## src/rtl/bitrev_reorder.sv

```systemverilog
// Bit-reversed to natural-order reorder buffer for FFT outputs.
// Two ping-pong banks: one frame is written while the other is read.
module bitrev_reorder #(
  parameter int N = 3,
  parameter int W = 16
) (
  input  logic         clk,
  input  logic         rst_n,
  input  logic         in_valid,
  output logic         in_ready,
  input  logic [W-1:0] in_real,
  input  logic [W-1:0] in_img,
  output logic         out_valid,
  input  logic         out_ready,
  output logic [W-1:0] out_real,
  output logic [W-1:0] out_img,
  output logic         out_first,
  output logic         out_last
);

  localparam int DEPTH = 1 << N;
  localparam logic [N-1:0] CNT_MAX = '1;

  logic signed [W-1:0] mem_re [2*DEPTH];
  logic signed [W-1:0] mem_im [2*DEPTH];

  logic [N-1:0] wr_cnt;
  logic [N-1:0] rd_cnt;
  logic         wr_bank;
  logic         rd_bank;
  logic [1:0]   full;
  logic [1:0]   full_nxt;
  logic         wr_fire;
  logic         rd_fire;
  logic [N:0]   wr_addr;
  logic [N:0]   rd_addr;

  function automatic logic [N-1:0] bitrev(input logic [N-1:0] v);
    logic [N-1:0] r;
    r = '0;
    for (int i = 0; i < N; i++) r[i] = v[N-1-i];
    return r;
  endfunction

  // in_ready depends only on registered state, never on in_valid
  assign in_ready  = !full[wr_bank];
  assign out_valid = full[rd_bank];
  assign wr_fire   = in_valid && in_ready;
  assign rd_fire   = out_valid && out_ready;
  assign wr_addr   = {wr_bank, bitrev(wr_cnt)};
  assign rd_addr   = {rd_bank, rd_cnt};

  // Sample storage: data path only, no reset
  always_ff @(posedge clk) begin
    if (wr_fire) begin
      mem_re[wr_addr] <= in_real;
      mem_im[wr_addr] <= in_img;
    end
  end

  assign out_real  = mem_re[rd_addr];
  assign out_img   = mem_im[rd_addr];
  assign out_first = out_valid && (rd_cnt == '0);
  assign out_last  = out_valid && (rd_cnt == CNT_MAX);

  // Write and read sides always touch different banks, so both edits apply
  always_comb begin
    full_nxt = full;
    if (wr_fire && wr_cnt == CNT_MAX) full_nxt[wr_bank] = 1'b1;
    if (rd_fire && rd_cnt == CNT_MAX) full_nxt[rd_bank] = 1'b0;
  end

  always_ff @(posedge clk or negedge rst_n) begin
    if (!rst_n) begin
      wr_cnt  <= '0;
      rd_cnt  <= '0;
      wr_bank <= 1'b0;
      rd_bank <= 1'b0;
      full    <= 2'b00;
    end else begin
      full <= full_nxt;
      if (wr_fire) begin
        wr_cnt <= wr_cnt + 1'b1;
        if (wr_cnt == CNT_MAX) wr_bank <= !wr_bank;
      end
      if (rd_fire) begin
        rd_cnt <= rd_cnt + 1'b1;
        if (rd_cnt == CNT_MAX) rd_bank <= !rd_bank;
      end
    end
  end

endmodule

```

## config.mk

```make
export PLATFORM = sky130hd
export DESIGN_NAME = bitrev_reorder
export DESIGN_NICKNAME = d
export VERILOG_FILES = /design/src/rtl/bitrev_reorder.sv
export SDC_FILE = /design/constraint.sdc
export NUM_CORES = 1
export LEC_CHECK = 0
export BUFFER_PORTS_ARGS = -buffer_cell sky130_fd_sc_hd__buf_2
export CORE_ASPECT_RATIO = 0.7
export CORE_MARGIN = 1
export CORE_UTILIZATION = 30
export CTS_CLUSTER_DIAMETER = 40
export DETAILED_ROUTE_END_ITERATION = 8
export PLACE_DENSITY_LB_ADDON = 0.12
export SETUP_SLACK_MARGIN = 0.4
export SYNTH_ARGS = -nofsm -noshare
export SYNTH_HDL_FRONTEND = slang
export SYNTH_SLANG_ARGS = --single-unit
export TNS_END_PERCENT = 5
```

## constraint.sdc

```tcl
create_clock -name clk -period 8.7 [get_ports clk]
set_clock_uncertainty 0.2 [all_clocks]
set_input_delay 1.74 -clock clk [delete_from_list [all_inputs] [get_ports clk]]
set_output_delay 1.74 -clock clk [all_outputs]
set_load 0.1 [all_outputs]
```

==> impl_metrics.py, run 1 <==
metrics = {
    "layout": {
        "fill_cells": 6209,
        "layout-drive-gt1-share": 0.258,
        "fin_cells": 2058,
        "syn_to_final_growth_pct": 18.8,
        "area.sequential_um2": 15600,
        "multi_input_area_um2": 4270,
        "layout.nets": 1150,
        "finish.instance_area_um2": 23900,
    },
    "clocking": {
        "clkTransAtPathRegs_ns": 0.05,
        "htreeDepth": 3,
        "cts.sinks": 522,
        "cts_buffers": 72,
        "clk_latency_ns": 0.61,
        "root_buffer": "clkbuf_16",
        "post-cts-setup-buffers": 0,
        "cts.path.max_buffers": 3,
        "cts_tree": "yes",
        "cts_resized": 0,
        "ctsHoldBuffers": 0,
    },
    "floorplanning": {
        "rows": 79,
        "dieArea_um2": 68200,
        "dieWidth_um": 312,
        "io-pin-count": 72,
        "die_y_um": 219,
        "fp.coreArea_um2": 66400,
        "start_util": 0.303,
    },
    "sta": {
        "final-max-slew-violation-count": 0,
        "finalHoldViolCount": 0,
        "rsz0062_at_grt": "false",
        "max-slew-margin-rel": 0.321,
        "period_needed_ns": 5.68,
        "tightest_slew_ns": 1.02,
        "setup_tns_ns": 0,
        "setup_viol": 0,
        "timing.fmax_mhz": 176,
        "fin_crit_sh": 0.652,
    },
    "worst_setup_path": {
        "startpoint_type": "flip-flop",
        "path_class": "flip-flop to output port",
        "end_kind": "output port",
        "cp_max_fo": 112,
        "cp.arrival_ns": 3.74,
        "cp_data_required_time_ns": 6.76,
    },
    "yosys": {
        "syn_inst": 995,
        "synth_fp_nets": 1036,
        "avgSynthCellArea_um2": 20.2,
        "synth_edf_count": 512,
        "synthesis.area_um2": 20100,
        "synthArstFlopShare": 0.0192,
        "seq_area_frac_synth": 0.776,
        "yosysMostFrequentCell": "edfxtp_1",
        "synth_cell_type_count": 36,
        "synth_ff_type": "edfxtp_1",
        "yosys-top-cells-area": "edfxtp_1 76%, mux4_2 7.3%, mux2i_1 6.3%, a22oi_1 3.4%, dfrtp_1 1.2%",
        "synth-seq-cells": 522,
        "yosys.area.top_type": "edfxtp_1",
        "yosysWarnings": 0,
        "synth_commonest_cells": "512 x edfxtp_1, 127 x mux2i_1, 92 x a22oi_1",
        "synthDominantCellAreaShare": 0.764,
    },
    "global_routing": {
        "first_global_vias": 10400,
        "grt_max_degree": 113,
        "antenna_found_initial": 4,
        "overflow": 0,
        "use_met1": 0.231,
        "use_met2": 0.218,
        "grt_usage": 0.153,
        "busiest_layer": "met1",
        "grt_pass1_wl_um": 74200,
        "grt_util_met3": 0.0387,
    },
    "placed_design": {
        "placed_area_um2": 21600,
        "portBuffers": 71,
        "dp_cells": 1926,
        "gp_congestion": 0.675,
        "dp_hpwl_um": 24900,
    },
    "power_and_ir_drop": {
        "ir_worst_vdd_mv": 0.248,
        "cellPowerDensity_nw_per_um2": 391,
        "total_leakage_power_nw": 7.96,
    },
    "drt": {
        "first_pass_iters": 5,
        "wl_per_cell_um": 25.0,
        "vias": 9912,
        "drt_wl_total_um": 51500,
        "drc": 0,
        "ant_nets": 0,
        "viasPerCell": 4.82,
        "dr.first_iter.drc_count": 829,
    },
    "flow_run": {
        "maxCapViolations": 0,
    },
    "run_status": {
        "outcome": "finished clean",
    },
    "min_path": {
        "hp-class": "flip-flop to flip-flop",
    },
}
[worst paths after layout]
| check | to | cells after the start | slack (ns) | start |
|---|---|---|---|---|
| worst max-delay path | out_real[6] | 6 | 3.02 | rd_cnt[0]$_DFFE_PN0P_ |
| worst min-delay path | full[1]$_DFF_PN0_ | 2 | 0.38 | full[1]$_DFF_PN0_ |
| worst max register to register | mem_re[15][15]$_DFFE_PP_ | 5 | 5.60 | wr_bank$_DFFE_PN0N_ |
| worst min register to register | full[1]$_DFF_PN0_ | 2 | 0.38 | full[1]$_DFF_PN0_ |
| max in group asynchronous | rd_cnt[2]$_DFFE_PN0P_ | 1 | 7.27 | rst_n |
| min in group asynchronous | rd_cnt[1]$_DFFE_PN0P_ | 1 | 0.79 | rst_n |
[through the flow]
| step | power, mW | hold slack, ns | util | setup WS, ns |
|---|---|---|---|---|
| detailed placement | 6.62 | 0.371 | 0.325 | 3.36 |
| finish | 9.34 | 0.378 | 0.360 | 3.02 |
| global route | 9.75 | 0.434 | 0.360 | 2.53 |
| floorplan | 5.77 | 0.316 | - | 2.18 |
| global placement | 6.61 | 0.360 | 0.325 | 3.31 |
| CTS | 9.51 | 0.383 | 0.360 | 2.71 |
[state kept, by name, summed over array words and instances (netlist names)]
register and cells:
wr_cnt 3, full 2, rd_bank 1, wr_bank 1
mem_re 256, mem_im 256, rd_cnt 3
[critical path, cell delays in order, from the launching register on]
cell,delay (ns)
dfrtp_4,0.93
buf_12,0.64
inv_2,0.10
nor2_1,0.64
a22oi_1,0.19
nand2_1,0.10
buf_2,0.43
[cell usage in the layout (no fill, tap or decap), types with 3 or more instances in the layout]
cell type / synthesis / final
bufinv_16: 0 / 6
a31oi_1: 3 / 3
xnor2_1: 3 / 3
nand2_1: 42 / 42
edfxtp_1: 512 / 512
clkinvlp_4: 0 / 7
clkinv_2: 0 / 5
inv_6: 0 / 13
nor2_4: 0 / 15
clkbuf_16: 0 / 72
ha_1: 5 / 5
mux2i_1: 127 / 127
clkinv_8: 0 / 3
a22oi_1: 92 / 92
clkbuf_1: 19 / 8
nand3_1: 33 / 33
dfrtp_1: 10 / 7
nor4_2: 0 / 4
buf_4: 9 / 25
mux4_2: 65 / 65
nor2_1: 16 / 3
buf_2: 10 / 71
clkinv_1: 0 / 13
clkinv_4: 0 / 3
[area by class of cell]
type	count	share of cell area
Sequential cell	522	0.654
Multi-Input combinational cell	414	0.178
Clock buffer	80	0.0766
Tap cell	891	0.0466
Timing Repair Buffer	97	0.0235
Clock inverter	50	0.0207
Inverter	2	0.000314
Antenna cell	2	0.000209
[power breakdown]
part,total (mW),internal (mW),switching (mW),leakage [nW]
logic,3.32,0.868,2.46,2.11
registers,3.17,3.00,0.172,4.74
clock network,2.85,1.72,1.13,1.11
total,9.34,5.59,3.76,7.96
[logic make-up after synthesis]
family / count (synthesis) / share of synthesized area
flops: 522 / 0.776
xor+xnor: 3 / 0.00131
buf+inv: 59 / 0.0194
mux: 195 / 0.138
compound gates: 102 / 0.0377
fa+ha+maj: 5 / 0.00311
simple gates: 109 / 0.0249
[metal layers]
layer	share of wire	routed length, um
met1	0.50	26000
met2	0.43	22000
met3	0.051	2640
met4	0.016	844
met5	0	0
No activity file was read; power rests on OpenSTA's default activity.
==> run 2: changes to the inputs <==
Settings changed: ABC_AREA from default to 1.
Clock period 8.7 ns to 4.5 ns, I/O delays scaled along.
==> run 2 against run 1 <==
  * Register-to-register slack lost 4.0 ns
  * Worst hold slack gained 0.013 ns
  * First-iteration DRC count grew 48%
  * Design area grew 13%
  * Critical path type unchanged
  * Largest power group unchanged
  * Highest routed layer is now met5
==> impl_metrics.py, run 2 <==
metrics = {
    "power_and_ir_drop": {
        "finalPower_mw": 20.4,
        "cellPowerDensity_nw_per_um2": 755,
        "total_leakage_power_nw": 11.3,
        "ir_worst_vdd_mv": 0.608,
    },
    "yosys": {
        "yosysMostFrequentCell": "nand2_1",
        "syn_inst": 2144,
        "synthDominantCellAreaShare": 0.681,
        "yosysWarnings": 0,
        "synth_commonest_cells": "693 x nand2_1, 512 x edfxtp_1, 396 x inv_1",
        "synth_ff_type": "edfxtp_1",
        "synth-seq-cells": 522,
        "synth_cell_type_count": 22,
        "avgSynthCellArea_um2": 10.5,
        "synthesis.area_um2": 22600,
        "synth_fp_nets": 2185,
        "synth_edf_count": 512,
        "yosys.area.top_type": "edfxtp_1",
        "yosys-top-cells-area": "edfxtp_1 68%, nand2_1 12%, nand3_1 8.6%, inv_1 6.6%, buf_6 1.3%",
        "synthArstFlopShare": 0.0192,
        "seq_area_frac_synth": 0.692,
    },
    "floorplanning": {
        "start_util": 0.305,
        "fp.coreArea_um2": 73900,
        "io-pin-count": 72,
        "rows": 83,
        "die_y_um": 232,
        "dieWidth_um": 330,
        "dieArea_um2": 76400,
    },
    "drt": {
        "drt_wl_total_um": 65400,
        "vias": 14700,
        "drc": 0,
        "met3RoutedLength_um": 3080,
        "wl_per_cell_um": 20.0,
        "dr.first_iter.drc_count": 1226,
        "wl_met1_um": 33100,
        "first_pass_iters": 6,
        "ant_nets": 0,
        "highest_layer": "met5",
        "viasPerCell": 4.48,
        "dr_wl_met2_um": 28100,
    },
    "run_status": {
        "outcome": "finished clean",
    },
    "clocking": {
        "cts.sinks": 522,
        "clk_latency_ns": 0.61,
        "clkTransAtPathRegs_ns": 0.06,
        "htreeDepth": 3,
        "cts.path.max_buffers": 3,
        "cts_buffers": 75,
        "cts_tree": "yes",
        "root_buffer": "clkbuf_16",
    },
    "placed_design": {
        "pre_cts_slack_ns": 0.756,
        "gp_congestion": 0.719,
        "placed_area_um2": 24100,
        "portBuffers": 71,
        "dp_hpwl_um": 32600,
    },
    "worst_setup_path": {
        "end_kind": "output port",
        "path_class": "flip-flop to output port",
        "cp_max_fo": 24,
        "startpoint_type": "flip-flop",
        "cp.arrival_ns": 2.93,
        "cpMostUsedCell": "nand3_1",
        "crit_buf_inv": 3,
        "crit_chain": "clkinv_4 > buf_4 > nand3_1 > nand3_1 > nand2_1 > buf_2",
        "critPathSlowestCell": "dfrtp_4",
        "critPathTopFamily": "buffers and inverters",
        "rrSetupSlack_ns": 1.63,
        "critPathMaxStageDelay_ns": 0.72,
        "cp_data_required_time_ns": 3.40,
    },
    "sta": {
        "setup_viol": 0,
        "rsz0062_at_grt": "true",
        "final-max-slew-violation-count": 0,
        "tightest_slew_ns": 0.834,
        "max-slew-margin-rel": 0.444,
        "timing.fmax_mhz": 248,
        "setup_slack_ns": 0.468,
        "period_needed_ns": 4.03,
        "finalHoldViolCount": 0,
        "fin_crit_sh": 0.896,
        "setup_tns_ns": 0,
    },
    "min_path": {
        "hp-class": "flip-flop to flip-flop",
    },
    "layout": {
        "largestRegisters": "mem_im x256, mem_re x256",
        "layout_commonest_cell": "nand2_1",
        "finish.instance_area_um2": 26900,
        "layout.nets": 2275,
        "layout-drive-gt1-share": 0.118,
        "layout_common_cells": "693 x nand2_1, 512 x edfxtp_1, 393 x inv_1, 386 x nand3_1, 77 x clkbuf_16",
        "fin_util": 0.364,
        "n_antenna_cell": 0,
        "syn_to_final_growth_pct": 19.4,
    },
    "global_routing": {
        "antenna_found_initial": 2,
        "grt_max_degree": 119,
        "overflow": 0,
        "grt_pass1_wl_um": 96800,
        "first_global_vias": 14400,
        "grt_usage": 0.173,
    },
    "flow_run": {
        "maxCapViolations": 0,
    },
}
## run 2: layout make-up
class,instances,area [um2]
multi-input combinational,1119,4890
inverter,397,1520
sequential,522,15600
timing repair buffer,119,981
tap,977,1220
clock buffer,85,1960
fill,7348,47000
clock inverter,53,749
## run 2: metal layers
layer / GRT usage / vias up
met5: 0 / -
met4: 0.0395 / 2
met3: 0.0348 / 93
met2: 0.251 / 316
met1: 0.261 / 7129
li1: - / 7126
## run 2: cells by family after synthesis
family | Yosys count | synth area share
xor+xnor | 3 | 0.00116
flops | 522 | 0.692
buf+inv | 503 | 0.0969
fa+ha+maj | 5 | 0.00277
simple gates | 1103 | 0.205
compound gates | 8 | 0.00216
## run 2: worst paths after layout
check / startpoint / end / cells after the start
setup reg to reg: wr_bank$_DFFE_PN0N_ / mem_im[3][3]$_DFFE_PP_ / 7
hold reg to reg: wr_cnt[1]$_DFFE_PN0P_ / wr_cnt[1]$_DFFE_PN0P_ / 2
min in group asynchronous: rst_n / rd_cnt[2]$_DFFE_PN0P_ / 2
max in group asynchronous: rst_n / rd_cnt[0]$_DFFE_PN0P_ / 2
setup / recovery: rd_cnt[2]$_DFFE_PN0P_ / out_img[1] / 6
hold / removal: wr_cnt[1]$_DFFE_PN0P_ / wr_cnt[1]$_DFFE_PN0P_ / 2
## run 2: per-stage QoR
| stage | std cells | hold slack, ns |
|---|---|---|
| 3_3_place_gp | 3130 | 0.362 |
| 3_5_place_dp | 3130 | 0.387 |
| 4_1_cts | 3269 | 0.401 |
| 2_1_floorplan | 2144 | 0.335 |
| 6_report | 3272 | 0.391 |
| 5_1_grt | 3272 | 0.424 |
## run 2: power by group
group	switching [mW]	internal [mW]	total (mW)	leakage (nW)
sequential	0.280	5.78	6.06	4.73
clock	2.30	4.08	6.38	1.30
combinational	6.21	1.71	7.92	5.31
total	8.79	11.6	20.4	11.3
## run 2: tightest hold or removal path, stage by stage, from the launching register on
cell and delay, ns:
dfrtp_1 0.42, nand2_1 0.07, nand2_1 0.06
## run 2: what timing repair did
item,CTS,global route
gates resized for setup,6,7
setup endpoints to repair,33,30
hold buffers,1,0
cloned,0,1
setup buffers,0,2
hold endpoints to repair,10,0
